==> src/rtl/input_layer_loader.sv <==
`default_nettype none
// ============================================================================
//  Module      : input_layer_loader
//  Description : Sequencer feeding the input convolution layer. Per run it
//                loads all kernel weights, then one input image, from a
//                valid/ready word stream, then counts the layer's
//                output_valid pulses until the full feature map is out.
//  Revision    : 1.0  initial release
// ============================================================================
module input_layer_loader #(
    parameter int DATA_SIZE   = 64,
    parameter int NUM_INPUTS  = 1,
    parameter int NUM_OUTPUTS = 16,
    parameter int INPUT_DIM   = 28,
    parameter int KERNEL_DIM  = 3,
    parameter int IDX_W       = 16
) (
    input  logic                 clk,
    input  logic                 rst,
    input  logic                 start,
    input  logic [DATA_SIZE-1:0] in_data,
    input  logic                 in_valid,
    output logic                 in_ready,
    output logic [DATA_SIZE-1:0] write_data,
    output logic [IDX_W-1:0]     in_index3,
    output logic [IDX_W-1:0]     in_index2,
    output logic [IDX_W-1:0]     in_index1,
    output logic [IDX_W-1:0]     in_index0,
    output logic                 want_write_weights,
    output logic                 want_write_act,
    input  logic                 output_valid,
    output logic                 busy,
    output logic                 done,
    output logic [IDX_W-1:0]     out_count
);

    // Last legal value of each index and the size of the output feature map
    localparam logic [IDX_W-1:0] c_k_last   = IDX_W'(KERNEL_DIM - 1);
    localparam logic [IDX_W-1:0] c_d_last   = IDX_W'(INPUT_DIM - 1);
    localparam logic [IDX_W-1:0] c_ich_last = IDX_W'(NUM_INPUTS - 1);
    localparam logic [IDX_W-1:0] c_och_last = IDX_W'(NUM_OUTPUTS - 1);
    localparam logic [IDX_W-1:0] c_no       =
        IDX_W'(NUM_OUTPUTS * (INPUT_DIM - KERNEL_DIM + 1) * (INPUT_DIM - KERNEL_DIM + 1));

    typedef enum logic [2:0] {
        S_IDLE   = 3'd0,
        S_LOAD_W = 3'd1,
        S_LOAD_A = 3'd2,
        S_RUN    = 3'd3,
        S_DONE   = 3'd4
    } state_t;

    state_t                 state_q, state_d;
    logic [IDX_W-1:0]       cnt3_q, cnt3_d, cnt2_q, cnt2_d, cnt1_q, cnt1_d, cnt0_q, cnt0_d;
    logic [IDX_W-1:0]       idx3_q, idx3_d, idx2_q, idx2_d, idx1_q, idx1_d, idx0_q, idx0_d;
    logic [DATA_SIZE-1:0]   wdata_q, wdata_d;
    logic                   ww_q, ww_d, wa_q, wa_d;
    logic                   in_ready_q, in_ready_d;
    logic                   busy_q, busy_d, done_q, done_d;
    logic [IDX_W-1:0]       out_count_q, out_count_d;

    logic                   w_xfer;
    logic                   w_last;
    logic [IDX_W-1:0]       w_lim_rc;
    logic [IDX_W-1:0]       w_lim_och;
    logic [IDX_W-1:0]       w_count_inc;

    // Next-state, load-index sequencing and registered-output computation
    always_comb begin
        state_d     = state_q;
        cnt3_d      = cnt3_q;
        cnt2_d      = cnt2_q;
        cnt1_d      = cnt1_q;
        cnt0_d      = cnt0_q;
        idx3_d      = idx3_q;
        idx2_d      = idx2_q;
        idx1_d      = idx1_q;
        idx0_d      = idx0_q;
        wdata_d     = wdata_q;
        ww_d        = 1'b0;
        wa_d        = 1'b0;
        out_count_d = out_count_q;

        // in_ready_q is only ever high in the two load states
        w_xfer      = in_valid && in_ready_q;
        w_lim_rc    = (state_q == S_LOAD_W) ? c_k_last : c_d_last;
        w_lim_och   = (state_q == S_LOAD_W) ? c_och_last : '0;
        w_last      = (cnt0_q == w_lim_rc) && (cnt1_q == w_lim_rc) &&
                      (cnt2_q == c_ich_last) && (cnt3_q == w_lim_och);
        w_count_inc = out_count_q + 1'b1;

        case (state_q)
            S_IDLE: begin
                if (start) begin
                    state_d     = S_LOAD_W;
                    out_count_d = '0;
                    cnt3_d      = '0;
                    cnt2_d      = '0;
                    cnt1_d      = '0;
                    cnt0_d      = '0;
                end
            end
            S_LOAD_W, S_LOAD_A: begin
                if (w_xfer) begin
                    wdata_d = in_data;
                    idx3_d  = cnt3_q;
                    idx2_d  = cnt2_q;
                    idx1_d  = cnt1_q;
                    idx0_d  = cnt0_q;
                    ww_d    = (state_q == S_LOAD_W);
                    wa_d    = (state_q == S_LOAD_A);
                    // Odometer: each digit wraps to 0, so the final element
                    // leaves all counters cleared for the next phase.
                    if (cnt0_q != w_lim_rc) begin
                        cnt0_d = cnt0_q + 1'b1;
                    end else begin
                        cnt0_d = '0;
                        if (cnt1_q != w_lim_rc) begin
                            cnt1_d = cnt1_q + 1'b1;
                        end else begin
                            cnt1_d = '0;
                            if (cnt2_q != c_ich_last) begin
                                cnt2_d = cnt2_q + 1'b1;
                            end else begin
                                cnt2_d = '0;
                                if (cnt3_q != w_lim_och) begin
                                    cnt3_d = cnt3_q + 1'b1;
                                end else begin
                                    cnt3_d = '0;
                                end
                            end
                        end
                    end
                    if (w_last) begin
                        state_d = (state_q == S_LOAD_W) ? S_LOAD_A : S_RUN;
                    end
                end
            end
            S_RUN: begin
                if (output_valid && (out_count_q != c_no)) begin
                    out_count_d = w_count_inc;
                    if (w_count_inc == c_no) begin
                        state_d = S_DONE;
                    end
                end
            end
            S_DONE: begin
                state_d = S_IDLE;
            end
            default: begin
                state_d = S_IDLE;
            end
        endcase

        // Status outputs are registered copies of the state being entered
        in_ready_d = (state_d == S_LOAD_W) || (state_d == S_LOAD_A);
        busy_d     = in_ready_d || (state_d == S_RUN);
        done_d     = (state_d == S_DONE);
    end

    // State and output registers with synchronous reset
    always_ff @(posedge clk) begin
        if (rst) begin
            state_q     <= S_IDLE;
            cnt3_q      <= '0;
            cnt2_q      <= '0;
            cnt1_q      <= '0;
            cnt0_q      <= '0;
            idx3_q      <= '0;
            idx2_q      <= '0;
            idx1_q      <= '0;
            idx0_q      <= '0;
            wdata_q     <= '0;
            ww_q        <= 1'b0;
            wa_q        <= 1'b0;
            in_ready_q  <= 1'b0;
            busy_q      <= 1'b0;
            done_q      <= 1'b0;
            out_count_q <= '0;
        end else begin
            state_q     <= state_d;
            cnt3_q      <= cnt3_d;
            cnt2_q      <= cnt2_d;
            cnt1_q      <= cnt1_d;
            cnt0_q      <= cnt0_d;
            idx3_q      <= idx3_d;
            idx2_q      <= idx2_d;
            idx1_q      <= idx1_d;
            idx0_q      <= idx0_d;
            wdata_q     <= wdata_d;
            ww_q        <= ww_d;
            wa_q        <= wa_d;
            in_ready_q  <= in_ready_d;
            busy_q      <= busy_d;
            done_q      <= done_d;
            out_count_q <= out_count_d;
        end
    end

    assign in_ready           = in_ready_q;
    assign write_data         = wdata_q;
    assign in_index3          = idx3_q;
    assign in_index2          = idx2_q;
    assign in_index1          = idx1_q;
    assign in_index0          = idx0_q;
    assign want_write_weights = ww_q;
    assign want_write_act     = wa_q;
    assign busy               = busy_q;
    assign done               = done_q;
    assign out_count          = out_count_q;

endmodule
`default_nettype wire

==> config.mk <==
export PLATFORM = sky130hd
export DESIGN_NAME = input_layer_loader
export DESIGN_NICKNAME = d
export VERILOG_FILES = /design/src/rtl/input_layer_loader.sv
export SDC_FILE = /design/constraint.sdc
export NUM_CORES = 1
export LEC_CHECK = 0
export CAP_MARGIN = 10
export CELL_PAD_IN_SITES_DETAIL_PLACEMENT = 0
export CELL_PAD_IN_SITES_GLOBAL_PLACEMENT = 1
export CORE_MARGIN = 4
export CORE_UTILIZATION = 36
export CTS_CLUSTER_DIAMETER = 150
export CTS_CLUSTER_SIZE = 12
export DETAILED_ROUTE_END_ITERATION = 8
export GPL_TIMING_DRIVEN = 0
export MAX_ROUTING_LAYER = met4
export PLACE_DENSITY_LB_ADDON = 0.1
export SLEW_MARGIN = 25
export SYNTH_ARGS = -nofsm -noshare
export SYNTH_HDL_FRONTEND = slang
export SYNTH_SLANG_ARGS = --single-unit
==> constraint.sdc <==
create_clock -name clk -period 2.9 [get_ports clk]
set_clock_uncertainty 0.1 [all_clocks]
set_input_delay 0.435 -clock clk [delete_from_list [all_inputs] [get_ports clk]]
set_output_delay 0.435 -clock clk [all_outputs]
set_load 0.02 [all_outputs]
==> out/qor.yml <==
critPathKind: "reg -> reg"
ant_nets: 0
die_x_um: 168
avgSynthCellArea_um2: 7.93
cts_buffer_depth: 3
fin_crit_sh_pct: 94.1
die_h_um: 168
start_util_pct: 36.6
finalSetupViolCount: 0
antenna_cells: 0
synth-seq-cells: 216
cp.required_ns: 3.22
arrival_ns: 3.05
syn_inst: 1158
cp-end-kind: "flop"
row_count: 58
cts.sinks: 216
worst_pin_slew_ns: 1.02
finalHoldViolations: 0
nNetsFinal: 1478
io_buffer_count: 217
async_flop_share_pct: 0
synth_area_leaders: "dfxtp_1 (47%), nand2_1 (12%), a21oi_1 (9.2%)"
synth-main-ff-cell: "dfxtp_1"
via_per_inst: 5.05
grt-ovfl-total: 0
drc: 0
cts_root_buf: "clkbuf_16"
ys_seq_area_share_pct: 47.1
synthesis.area_um2: 9190
cts_hold_buf: 0
coreArea_um2: 25100
cts_buffers: 21
cts_tree: "yes"
finish.utilization_pct: 49.2
routabilityCongestion: 0.828
track_usage_pct: 19.3
irDropWorstVdd_uv: 305
final_common_cell: "nand2_1"
ios: 218
status: "completed"
syn2layout_area_growth_pct: 34.5
max_clock_freq_mhz: 366
synth_edf_count: 0
nFillCells: 2551
max_cap_viol_count: 0
hold_path.class: "reg -> reg"
placed_area_um2: 11800
leakage_nw: 3.96
drt-wirelength-per-cell_um: 16.1
firstDrtPassIters: 7
grt_antenna_before_repair: 0
drtIter0Drc: 561
relSlewSlack_pct: 31.1
final_cell_mix: "nand2_1 (294), clkdlybuf4s50_1 (217), dfxtp_1 (215)"
pre_cts_ws_ns: -0.259
fin_ws_ns: 0.171
syn_nets: 1234
synth_cell_types: 67
via_count: 8749
tns_ns: 0
critPathMaxFanout: 10
clkLatencyLatePin_ns: 0.50
period_minus_slack_ns: 2.73
final_area_um2: 12400
grt_max_degree: 13
grt_pass1_vias: 8157
grt_pass1_wl_um: 44100
drv_slew: 0
drive_above_1_share_pct: 4.71
cts.clk_slew.worst_paths_ns: 0.07
place_hpwl_um: 20100
synth.top_cell.area_share_pct: 47.1
ys_warn_count: 0
dieArea_um2: 28100
ctsHtreeMaxLevel: 1
worst_setup_path_start_kind: "flop"
rsz0062_at_grt: "yes"
yosysTopAreaCell: "dfxtp_1"
wirelength_um: 27800
powerDensity_nw_per_um2: 483
cell type report:
cell class	count	area [µm²]	area share (%)
repair buffers	221	2200	17.8
clock inverters	1	8.76	0.0709
flip-flops and latches	216	4330	35.0
clock buffers	21	526	4.25
plain buffers	76	325	2.63
inverters	16	60.1	0.486
multi-input cells	850	4490	36.4
well taps	330	413	3.34
timing repair:
item,in CTS,in global routing
pin swaps,0,3
resized for setup,2,10
endpoints found under the setup margin,100,55
setup buffers,0,4
cell usage after synthesis, types with 3 or more instances:
| master | number |
|---|---|
| a31oi_1 | 3 |
| a211oi_1 | 4 |
| a311oi_1 | 3 |
| inv_1 | 16 |
| xnor2_1 | 26 |
| nand3b_1 | 5 |
| nor2_1 | 76 |
| a41oi_1 | 3 |
| buf_1 | 3 |
| nand3_1 | 34 |
| a21oi_1 | 169 |
| nor4_1 | 17 |
| buf_2 | 11 |
| dfxtp_1 | 216 |
| ha_1 | 7 |
| or4_1 | 12 |
| xor2_1 | 17 |
| nand4_1 | 28 |
| o21a_1 | 4 |
| and3_1 | 17 |
| o21ai_0 | 25 |
| nand2_1 | 294 |
| or3_1 | 16 |
| clkbuf_1 | 58 |
| nor2b_1 | 5 |
| nand2b_1 | 4 |
| o31ai_1 | 8 |
| nor3_1 | 23 |
| and4_1 | 3 |
worst max-delay path, cell delays in order, from the launching register on:
cell	delay, ns
dfxtp_1	0.33
buf_4	0.17
xnor2_1	0.41
nor2_2	0.20
nand3_1	0.34
clkbuf_2	0.42
clkbuf_1	0.41
nand2_1	0.10
a21oi_1	0.16
layer usage:
layer,GRT usage [%],share of wire [%]
met1,26.1,47
met2,30.6,46
met3,3.05,5.0
met4,4.30,1.9
met5,-,0
state kept, by name, indices dropped and copies added, names as in the netlist:
name	flops
write_data	64
cnt0_q	16
cnt1_q	16
cnt2_q	16
cnt3_q	16
in_index0	16
in_index1	16
in_index2	16
in_index3	16
out_count	16
state_q	3
busy	1
done	1
in_ready	1
want_write_act	1
want_write_weights	1
stage by stage:
step / total power [W] / hold WS [ns] / instances
CTS: 0.00605 / 0.353 / 1727
detailed placement: 0.00366 / 0.346 / 1705
finish: 0.00597 / 0.353 / 1731
global route: 0.00622 / 0.358 / 1731
floorplan: 0.00339 / 0.350 / 1158
global placement: 0.00365 / 0.341 / 1705
kinds of logic (layout without fill, tap and decap cells):
family | Yosys count | in the layout | share of synthesized area, %
DFF | 216 | 216 | 47.1
buffers and inverters | 92 | 335 | 4.15
AOI/OAI and AO/OA | 243 | 243 | 15.1
and+or+nand+nor | 553 | 553 | 28.0
xor gates and xnor gates | 43 | 43 | 4.10
adders and majority gates | 7 | 7 | 0.953
muxes | 4 | 4 | 0.613
worst paths after layout:
kind	start	endpoint	slack, ns	cells after the start
max reg2reg	state_q[0]	write_data[2]	0.17	8
max	state_q[0]	write_data[2]	0.17	8
min reg2reg	write_data[12]	write_data[12]	0.35	2
min	write_data[12]	write_data[12]	0.35	2
report_power, final:
part	leakage [nW]	total (W)	internal (W)	switching [W]
Combinational	1.96	0.000573	0.000228	0.000346
Sequential	1.74	0.00303	0.00300	0.0000277
Clock	0.263	0.00237	0.00128	0.00109
Total	3.96	0.00597	0.00451	0.00146
No activity file was read; power rests on OpenSTA's default activity.
